[src/rtl/ascii_uart_tx_pkg.sv]
// ascii_uart_tx_pkg: shared FSM encoding and frame constants for the ASCII UART transmitter.
package ascii_uart_tx_pkg;
    typedef enum logic [2:0] {
        S_IDLE   = 3'd0,
        S_START  = 3'd1,
        S_DATA   = 3'd2,
        S_PARITY = 3'd3,
        S_STOP   = 3'd4
    } state_t;
    localparam logic UART_IDLE_LEVEL = 1'b1;
    localparam int DATA_BITS = 8;
endpackage

[src/rtl/ascii_uart_tx_char_fifo.sv]
// char_fifo: synchronous FIFO with push/pop/full/empty/count; push while full is ignored even alongside a pop.
module char_fifo
    import ascii_uart_tx_pkg::*;
#(
    parameter int WIDTH = DATA_BITS,
    parameter int DEPTH = 4
) (
    input  logic             clk,
    input  logic             reset,
    input  logic             push,
    input  logic             pop,
    input  logic [WIDTH-1:0] din,
    output logic [WIDTH-1:0] dout,
    output logic             full,
    output logic             empty,
    output logic [4:0]       count
);
    localparam int AW = $clog2(DEPTH);
    logic [WIDTH-1:0] mem [DEPTH];
    logic [AW-1:0] wp, rp;
    logic do_push, do_pop;
    assign full    = count == 5'(DEPTH);
    assign empty   = count == 5'd0;
    assign do_push = push && !full;
    assign do_pop  = pop && !empty;
    assign dout    = mem[rp];
    always_ff @(posedge clk) begin
        if (reset) begin
            wp    <= '0;
            rp    <= '0;
            count <= '0;
        end else begin
            if (do_push) begin
                mem[wp] <= din;
                wp      <= wp + AW'(1);
            end
            if (do_pop) rp <= rp + AW'(1);
            count <= count + 5'(do_push) - 5'(do_pop);
        end
    end
endmodule

[src/rtl/ascii_uart_tx.sv]
// ascii_uart_tx: buffered 8N1 UART transmitter for the character sequencer stream.
// Define ASCII_UART_TX_PARITY_EN to add an even-parity bit (11-bit frame).
module ascii_uart_tx
    import ascii_uart_tx_pkg::*;
#(
    parameter int CLKS_PER_BIT = 16,
    parameter int FIFO_DEPTH   = 4
) (
    input  logic       clk,
    input  logic       reset,
    input  logic [7:0] char_in,
    input  logic       char_valid,
    output logic       char_ready,
    output logic       tx,
    output logic       busy,
    output logic [4:0] fifo_count
);
`ifdef ASCII_UART_TX_PARITY_EN
    localparam state_t AFTER_DATA = S_PARITY;
`else
    localparam state_t AFTER_DATA = S_STOP;
`endif
    state_t state, state_d;
    logic [7:0] cnt, cnt_d;
    logic [2:0] idx, idx_d;
    logic [DATA_BITS-1:0] data, head;
    logic tx_d, pop, last, full, empty;

    char_fifo #(.WIDTH(DATA_BITS), .DEPTH(FIFO_DEPTH)) u_fifo (
        .clk(clk), .reset(reset), .push(char_valid), .pop(pop), .din(char_in),
        .dout(head), .full(full), .empty(empty), .count(fifo_count)
    );

    assign char_ready = !full;
    assign busy       = (state != S_IDLE) || (fifo_count != 5'd0);
    assign last       = cnt == 8'(CLKS_PER_BIT - 1);

    always_ff @(posedge clk) begin
        if (reset) begin
            state <= S_IDLE;
            cnt   <= '0;
            idx   <= '0;
            tx    <= UART_IDLE_LEVEL;
        end else begin
            state <= state_d;
            cnt   <= cnt_d;
            idx   <= idx_d;
            tx    <= tx_d;
            if (pop) data <= head;
        end
    end

    always_comb begin
        state_d = state;
        case (state)
            S_IDLE:   state_d = empty ? S_IDLE : S_START;
            S_START:  state_d = last ? S_DATA : S_START;
            S_DATA:   state_d = (last && idx == 3'(DATA_BITS - 1)) ? AFTER_DATA : S_DATA;
`ifdef ASCII_UART_TX_PARITY_EN
            S_PARITY: state_d = last ? S_STOP : S_PARITY;
`endif
            S_STOP:   state_d = last ? S_IDLE : S_STOP;
            default:  state_d = S_IDLE;
        endcase
    end

    // tx is computed from the upcoming state so the registered pin lines up with the state
    always_comb begin
        pop   = (state == S_IDLE) && !empty;
        cnt_d = (state_d != state || last) ? 8'd0 : cnt + 8'd1;
        idx_d = (state == S_DATA && last) ? idx + 3'd1 : idx;
`ifdef ASCII_UART_TX_PARITY_EN
        tx_d  = state_d == S_START  ? 1'b0 :
                state_d == S_DATA   ? data[idx_d] :
                state_d == S_PARITY ? ^data : UART_IDLE_LEVEL;
`else
        tx_d  = state_d == S_START ? 1'b0 :
                state_d == S_DATA  ? data[idx_d] : UART_IDLE_LEVEL;
`endif
    end
endmodule
[config.mk]
export PLATFORM = sky130hd
export DESIGN_NAME = ascii_uart_tx
export DESIGN_NICKNAME = d
export VERILOG_FILES = /design/src/rtl/ascii_uart_tx_pkg.sv /design/src/rtl/ascii_uart_tx_char_fifo.sv /design/src/rtl/ascii_uart_tx.sv
export SDC_FILE = /design/constraint.sdc
export NUM_CORES = 1
export LEC_CHECK = 0
export CAP_MARGIN = 20
export CELL_PAD_IN_SITES_DETAIL_PLACEMENT = 0
export CELL_PAD_IN_SITES_GLOBAL_PLACEMENT = 1
export CORE_ASPECT_RATIO = 2
export CORE_MARGIN = 5
export CORE_UTILIZATION = 35
export DETAILED_ROUTE_END_ITERATION = 12
export GPL_ROUTABILITY_DRIVEN = 0
export GPL_TIMING_DRIVEN = 0
export PLACE_DENSITY_LB_ADDON = 0.08
export SYNTH_ARGS = -nofsm -noshare
export SYNTH_HDL_FRONTEND = slang
export SYNTH_HIERARCHICAL = 1
export SYNTH_SLANG_ARGS = --single-unit
[constraint.sdc]
create_clock -name clk -period 6.4 [get_ports clk]
set_input_delay 1.92 -clock clk [delete_from_list [all_inputs] [get_ports clk]]
set_output_delay 1.92 -clock clk [all_outputs]
set_load 0.02 [all_outputs]
======== After elaboration in Yosys (flattened, before gate mapping) ========
Memories as Yosys holds them, arrays and structs flattened. A register that Yosys moved wholly into a read port is not among the register bits.
Index checks and enable logic that the tools add are counted.
storage, ports and cells
  flip-flop bits (word level) ............. 24
  RAM bits ................................ 32
  bits of input ports ..................... 11
  output and inout port bits .............. 8
  word-level logic and storage cells ...... 53
  memories ................................ 1
memories
  name        words  width  rd ports  clocked after Yosys merged registers in  wr ports  line                           text
  u_fifo.mem  4      8      1         1                                        1         ascii_uart_tx_char_fifo.sv:19  logic [WIDTH-1:0] mem [DEPTH];
cells by class
  add/subtract/negate cells ............... 6
  order comparisons ....................... 1
  equality and inequality tests ........... 9
  mux-type cells .......................... 13
  bitwise gates (word level) .............. 1
  reductions and logical operators ........ 15
operator list
  operator                                              count
  one-hot mux 3 bit (4 select lines)                    1
  two-way mux 3 bit                                     3
  adder 8 x 1 -> 8 bit (second input constant)          1
  equality test 8 x 4 -> 1 bit (second input constant)  1
  two-way mux 1 bit                                     7
  equality test 3 x 1 -> 1 bit (second input constant)  2
  equality test 3 x 2 -> 1 bit (second input constant)  2
  equality test 3 bit (second input constant)           2
  adder 5 x 1 -> 5 bit                                  1
  equality test 5 x 3 -> 1 bit (second input constant)  1
  logical AND 1 bit                                     5
  logical NOT 5 bit                                     1
  nonzero test 5 bit                                    1
  subtractor 5 x 1 -> 5 bit                             1
  adder 2 x 1 -> 2 bit (second input constant)          2
  < comparator 3 x 4 -> 1 bit (second input constant)   1
  adder 3 x 1 -> 3 bit (second input constant)          1
  binary-select mux 1 bit (select 3 bit)                1
  logical NOT 3 bit                                     1
  != test 3 bit                                         1
  nonzero test 3 bit                                    1
  logical NOT 1 bit                                     2
  logical OR 1 bit                                      2
  two-way mux 2 bit                                     1
  other kinds (3)                                       3

======== Longest topological paths before layout ========
  depth after elaboration ................. 7
  depth in mapped cells ................... 12
  depth with buffers taken out ............ 12

======== By module ========
Netlist, hierarchy kept.
modules (own cells, without submodules)
  module         times used  cells an instance  area each (µm²)  seq. area each (µm²)
  char_fifo      1           114                1826.8           1181.1
  ascii_uart_tx  1           100                1056.0           540.5

======== Worst setup path after synthesis ========
No wires, ideal clock.
  kind .................................... input-to-reg
  start ................................... in char_valid
  end ..................................... reg u_fifo.count[4]
  library setup time ...................... 0.115 ns
  arrival time ............................ 3.524 ns
  data required time ...................... 6.285 ns
  slack ................................... 2.761 ns
  stages .................................. 9
  path buffers ............................ 0
  cell sequence ........................... a21boi_2 inv_1 ha_1 inv_1 ha_1 fa_1 a21oi_1 o21ai_0 a21bo_2
between the ends
  longest elaborated chain between the ends .. 3
ends and longest elaborated chain
  element                    line                           text
  from (decl)                ascii_uart_tx.sv:12            input logic char_valid,
  logical AND 1 bit          ascii_uart_tx_char_fifo.sv:24  assign do_push = push && !full;
  adder 5 x 1 -> 5 bit       ascii_uart_tx_char_fifo.sv:38  count <= count + 5'(do_push) - 5'(do_pop);
  subtractor 5 x 1 -> 5 bit  ascii_uart_tx_char_fifo.sv:38
  to (signal assigned)       ascii_uart_tx_char_fifo.sv:38
  to (decl)                  ascii_uart_tx_char_fifo.sv:16  output logic [4:0] count
Every way passes these cells.
A chain may end at the register's enable or synchronous reset.

======== Worst setup path after layout ========
Ends and elaborated chain as after synthesis.

==> flow_summary.json <==
{
  "avgSynthCellArea_sq_um": 13.5,
  "post_cts_resized": 0,
  "seq_area_frac_synth": 0.597,
  "vias": 1682,
  "fp-row-count": 47,
  "cp_slowest_cell": "clkdlybuf4s50_1",
  "reg2reg_slack_ps": 3410,
  "grt_max_degree": 15,
  "cts.htree.levels": 3,
  "status": "finished, final reports clean",
  "yosys_warnings": 6,
  "dr.pass1.iters": 3,
  "clock_sinks": 66,
  "ys_async_sr_fraction": 0,
  "holdPathEnd": "cnt[0]",
  "core_area_sq_um": 8170,
  "cts-buffers-inserted": 9,
  "synth_flop_cell": "edfxtp_1",
  "reg2regPathDepth": 12,
  "peakVddDrop_uv": 286,
  "max_stage_delay_ps": 450,
  "ctsHoldBuffers": 0,
  "antenna_cells": 0,
  "drc": 0,
  "cp_cell_sequence": "clkdlybuf4s50_1 > a21boi_2 > inv_1 > ha_1 > inv_1 > ha_1 > fa_1 > a21oi_1 > o21ai_0 > a21bo_2",
  "syn_nets": 239,
  "first_global_vias": 1759,
  "cts.clk_slew.worst_paths_ps": 60,
  "grt_remaining_overflow": 0,
  "crit_arrival_ps": 4160,
  "ys_ff_latch": 66,
  "start_util": 0.353,
  "tritoncts": "done",
  "grtUsageTotal": 0.116,
  "nNetsFinal": 268,
  "synth_compound_area_frac": 0.0499,
  "p_leak_uw": 0.00128,
  "end_kind": "register",
  "cp.buffers_inverters": 3,
  "wl_per_cell_um": 15.2,
  "drv_cap": 0,
  "antenna_found_initial": 0,
  "hpwl_um": 3940,
  "crit_fanout": 7,
  "dieArea_sq_um": 10300,
  "synth_edf_count": 40,
  "drive_gt1_frac": 0.165,
  "cts.path.max_buffers": 2,
  "synth_xor_area_frac": 0.0243,
  "tightest_slew_ps": 669,
  "clockRootBuffer": "clkbuf_16",
  "final_cell_mix": "edfxtp_1 (40), dfxtp_1 (26), nor2_1 (20)",
  "via_per_inst": 4.86,
  "synth_top_family_by_area": "simple AND/OR/NAND/NOR gates",
  "die_x_um": 74.2,
  "hold_depth": 1,
  "clock_latency_ps": 320,
  "synth_cells": 214,
  "ys_types": 47,
  "drt_first_iter_violations": 63,
  "port_buffers": 18,
  "clock.fmax_ghz": 0.254,
  "setup_viol": 0,
  "worstHoldPathType": "reg -> reg",
  "critPathKind": "in -> reg",
  "postCtsSetupRepairBufs": 0,
  "drt_wl_total_um": 5240,
  "area_growth_pct": 21.2,
  "critPathLaunchType": "input pin",
  "worst_r2r_endpoint": "u_fifo/count[4]",
  "ioPinCount": 19,
  "yosys.area_share.simple": 0.147,
  "r2r-start": "u_fifo/count[3]",
  "mostFrequentLayoutCell": "edfxtp_1",
  "slew_violations": 0,
  "crit_family": "adder cells",
  "synthesis.area_sq_um": 2880,
  "cellPowerDensity_nw_per_um2": 403,
  "ant_nets": 0,
  "post-route-min-period_ps": 3940,
  "die_h_um": 138,
  "fill_cells": 769,
  "slew_headroom": 0.553,
  "min_from": "cnt[0]",
  "placed_area_sq_um": 3190,
  "grt_first_pass_wirelength_um": 8780,
  "finalPower_uw": 1410,
  "finalSetupTns_ps": 0,
  "fin_crit_sh": 0.616,
  "finalHoldViolations": 0,
  "grt_setup_unrepaired": "false",
  "skew_ps": 4.84,
  "synth_fa_ha_area_frac": 0.0668,
  "finalInstanceArea_sq_um": 3490,
  "synth_mux_area_frac": 0.0846,
  "crit_required_ps": 6620
}
power by group:
| group | switching [uW] | internal (uW) |
|---|---|---|
| clock network | 188 | 308 |
| logic | 186 | 173 |
| registers | 34.1 | 519 |
sequential cells by signal, indices dropped and copies added, names as in the netlist, named ones only:
name,flops
state,3
u_fifo/wp,2
tx,1
idx,3
data,8
cnt,8
u_fifo/mem,32
u_fifo/rp,2
u_fifo/count,5
final cells by class:
type,count,area [sq um],share of cell area
Sequential cell,66,1720,0.493
Tap cell,98,123,0.0351
Timing Repair Buffer,18,180,0.0516
Clock buffer,9,225,0.0645
Clock inverter,7,82.6,0.0236
Inverter,14,52.6,0.0150
Multi-Input combinational cell,126,1070,0.307
Buffer,8,35.0,0.0100
how the worst max path moves through the flow:
stage | startpoint | end | slack [ps] | cells past startpoint
2_1_floorplan | char_valid | u_fifo/count[4] | 2760 | 9
6_report | char_valid | u_fifo/count[4] | 2460 | 10
5_1_grt | char_valid | u_fifo/count[4] | 2300 | 10
3_3_place_gp | char_valid | u_fifo/count[4] | 2110 | 10
4_1_cts | char_valid | u_fifo/count[4] | 2420 | 10
3_5_place_dp | char_valid | u_fifo/count[4] | 2080 | 10
synthesized netlist by cell type, types with 2 or more instances:
library cell / number / area (sq um)
mux2_1: 2 / 22.5
a21oi_1: 8 / 40.0
ha_1: 13 / 163
nand2b_1: 2 / 12.5
nand3_1: 5 / 25.0
o21ai_0: 5 / 25.0
nor3_1: 4 / 20.0
edfxtp_1: 40 / 1200
nor4_1: 2 / 12.5
nor2_1: 20 / 75.1
inv_1: 14 / 52.6
and3_1: 5 / 31.3
mux4_2: 8 / 180
nand4b_1: 3 / 26.3
dfxtp_1: 26 / 521
clkbuf_1: 3 / 11.3
nand3b_1: 3 / 22.5
o2111ai_1: 2 / 17.5
mux2i_1: 3 / 30.0
xnor2_1: 5 / 43.8
xor2_1: 3 / 26.3
buf_2: 4 / 20.0
nand4_1: 2 / 12.5
nor2b_1: 5 / 31.3
nand2_1: 5 / 18.8
routing by layer:
layer | vias up | share of wire | track usage
li1 | 845 | - | -
met2 | 16 | 0.59 | 0.211
met4 | 0 | 0.022 | 0.0602
met1 | 813 | 0.36 | 0.114
met5 | - | 0 | 0
met3 | 8 | 0.023 | 0.0305
per-stage QoR:
stage / hold WS, ps / instances / utilization / setup slack [ps]
CTS: 457 / 346 / 0.427 / 2420
detailed placement: 444 / 330 / 0.390 / 2080
finish: 446 / 346 / 0.427 / 2460
global route: 483 / 346 / 0.427 / 2300
global placement: 438 / 330 / 0.390 / 2110
floorplan: 418 / 214 / - / 2760
worst reg2reg max path: cells and delay by family (launching register included):
family                     cells  cell delay [ps]
adders and majority gates      4              950
and+or+nand+nor                3              970
DFF                            1              390
AOI/OAI and AO/OA              3              460
buffers and inverters          2              130
logic make-up after synthesis:
logic type               count (synthesis)
multiplexers                            14
adder cells (fa/ha/maj)                 15
AND/OR/NAND/NOR                         68
buffers and inverters                   22
flip-flops                              66
XOR/XNOR                                 8
AO/OA/AOI/OAI                           21
Note: power is estimated with default switching activity, not from simulation.
==> RTL edit, RTL diff (same flow settings) <==
The output `tx` loses its register stage (`tx` becomes a continuous assignment). Comments in the files are not updated.
--- a/src/rtl/ascii_uart_tx.sv
+++ b/src/rtl/ascii_uart_tx.sv
@@ -41,13 +41,13 @@
             cnt   <= '0;
             idx   <= '0;
-            tx    <= UART_IDLE_LEVEL;
         end else begin
             state <= state_d;
             cnt   <= cnt_d;
             idx   <= idx_d;
-            tx    <= tx_d;
             if (pop) data <= head;
         end
     end
+
+    assign tx = tx_d;
 
     always_comb begin
Check against the original RTL: not equivalent (Yosys sat finds a counterexample within 4 cycles, from zero or initial values and one cycle with reset high).
==> RTL edit against the original RTL <==
- routed wire length down 1.2%
- power down 5.6%
- via count down 0.89%
- cell area down 0.29%
- sequential cell count down 1
- synthesized area up 1.1%
- sequential power down 1%
- setup slack worse by 0.57 ns
- register-to-register slack better by 0.14 ns
- final cell count down 0.29%
- clock skew up 0.0042 ns
- highest routed layer unchanged
==> RTL edit: results (changes against the original RTL) <==
[run_status]
status=finished clean  ; unchanged

[worst_setup_path]
rr_worst_depth=13  ; was 12
crit_fanout=5  ; was 7
critPathLaunch=u_fifo/count[3]  ; was char_valid
critPathMaxStageDelay_ns=0.62  ; was 0.45 ns
crit_family=buffers and inverters  ; was adder cells
reg2reg_slack_ns=3.55  ; was 3.41 ns
crit_arrival_ns=2.59  ; was 4.16 ns
endpoint=tx  ; was u_fifo/count[4]

[logic_synthesis]
seq_area_frac_synth=0.584  ; was 0.597
ys_top_cells_by_count=edfxtp_1 (40), dfxtp_1 (25), nor2_1 (22)  ; was edfxtp_1 (40), dfxtp_1 (26), nor2_1 (20)
synthDistinctLibCells=45  ; was 47
yosys-top-cells-area=edfxtp_1 (41%), dfxtp_1 (17%), mux4_2 (7.7%)  ; was edfxtp_1 (42%), dfxtp_1 (18%), mux4_2 (6.3%)
syn_avg_cell_area_sq_um=13.7  ; was 13.5 sq um

[global_routing]
grt_max_degree=12  ; was 15
grt_pass1_wl_um=8520  ; was 8780 um
grt_pass1_vias=1762  ; was 1759
grt_util_met2=0.198  ; was 0.211
met3_usage=0.0327  ; was 0.0305
use_met1=0.113  ; was 0.114

[cells_and_area]
fin_nets=267  ; was 268
drive_gt1_frac=0.170  ; was 0.165

[drt]
vias=1667  ; was 1682
routed_wl_um=5180  ; was 5240 um
wl_per_cell_um=15.0  ; was 15.2 um
drt_iter0_markers=61  ; was 63

[timing]
worstMarginPinSlew_ns=0.669  ; about the same
skew_ns=0.00908  ; was 0.00484 ns
fmax_ghz=0.221  ; was 0.254 GHz

[pwr]
ir_drop_uv=189  ; was 286 uV
power_leakage_nw=1.25  ; was 1.28 nW
power_density_mw_per_mm2=381  ; was 403 mW/mm^2

[place]
dp.final_hpwl_um=3820  ; was 3940 um
placed_cells=329  ; was 330
place_area_sq_mm=0.00322  ; was 0.00319 sq mm

==> RTL edit: changes by cell type in the layout (fill, tap and decap cells not counted), sizes merged, moves of 3 or more <==
cell    unedited run  this run
nor3               4         7
a21oi              8         5
inv               18        15
nand3b             3         0
a311oi             0         3
==> RTL edit: cell families (layout without fill, tap and decap cells) <==
| kind of cell | Yosys count | count (layout) | synth area share |
|---|---|---|---|
| fa+ha+maj | 14 | 14 | 0.0627 |
| simple gates | 62 | 62 | 0.124 |
| mux | 20 | 20 | 0.114 |
| buf+inv | 22 | 56 | 0.0326 |
| compound gates | 21 | 21 | 0.0558 |
| xor+xnor | 9 | 9 | 0.0270 |
| flops | 65 | 65 | 0.584 |
==> RTL edit: worst min path at each step <==
stage | startpoint | endpoint | slack (ns) | cells after the start
after floorplan | cnt[0] | cnt[0] | 0.42 | 1
after global placement | cnt[0] | cnt[0] | 0.44 | 1
after detailed placement | cnt[0] | cnt[0] | 0.45 | 1
after CTS | cnt[0] | cnt[0] | 0.46 | 1
after global routing | cnt[0] | cnt[0] | 0.50 | 1
final | cnt[0] | cnt[0] | 0.45 | 1
==> RTL edit: area by class of cell <==
cell class,count,share of cell area
flip-flops and latches,65,0.489
multi-input cells,126,0.321
clock buffers,11,0.0668
repair buffers,18,0.0517
well taps,98,0.0352
inverters,15,0.0162
plain buffers,7,0.0111
clock inverters,5,0.00934
==> RTL edit: where the power goes <==
group	internal (mW)	leakage [nW]	total, mW	switching (mW)
Sequential	0.506	0.569	0.545	0.0388
Combinational	0.177	0.557	0.354	0.177
Clock	0.260	0.123	0.429	0.168
==> RTL edit: metal layers <==
layer / share of wire / vias up / routed length [um]
met3: 0.026 / 10 / 133
met1: 0.38 / 798 / 1990
met2: 0.57 / 15 / 2950
met4: 0.021 / 0 / 109
li1: - / 844 / -
met5: 0 / - / 0
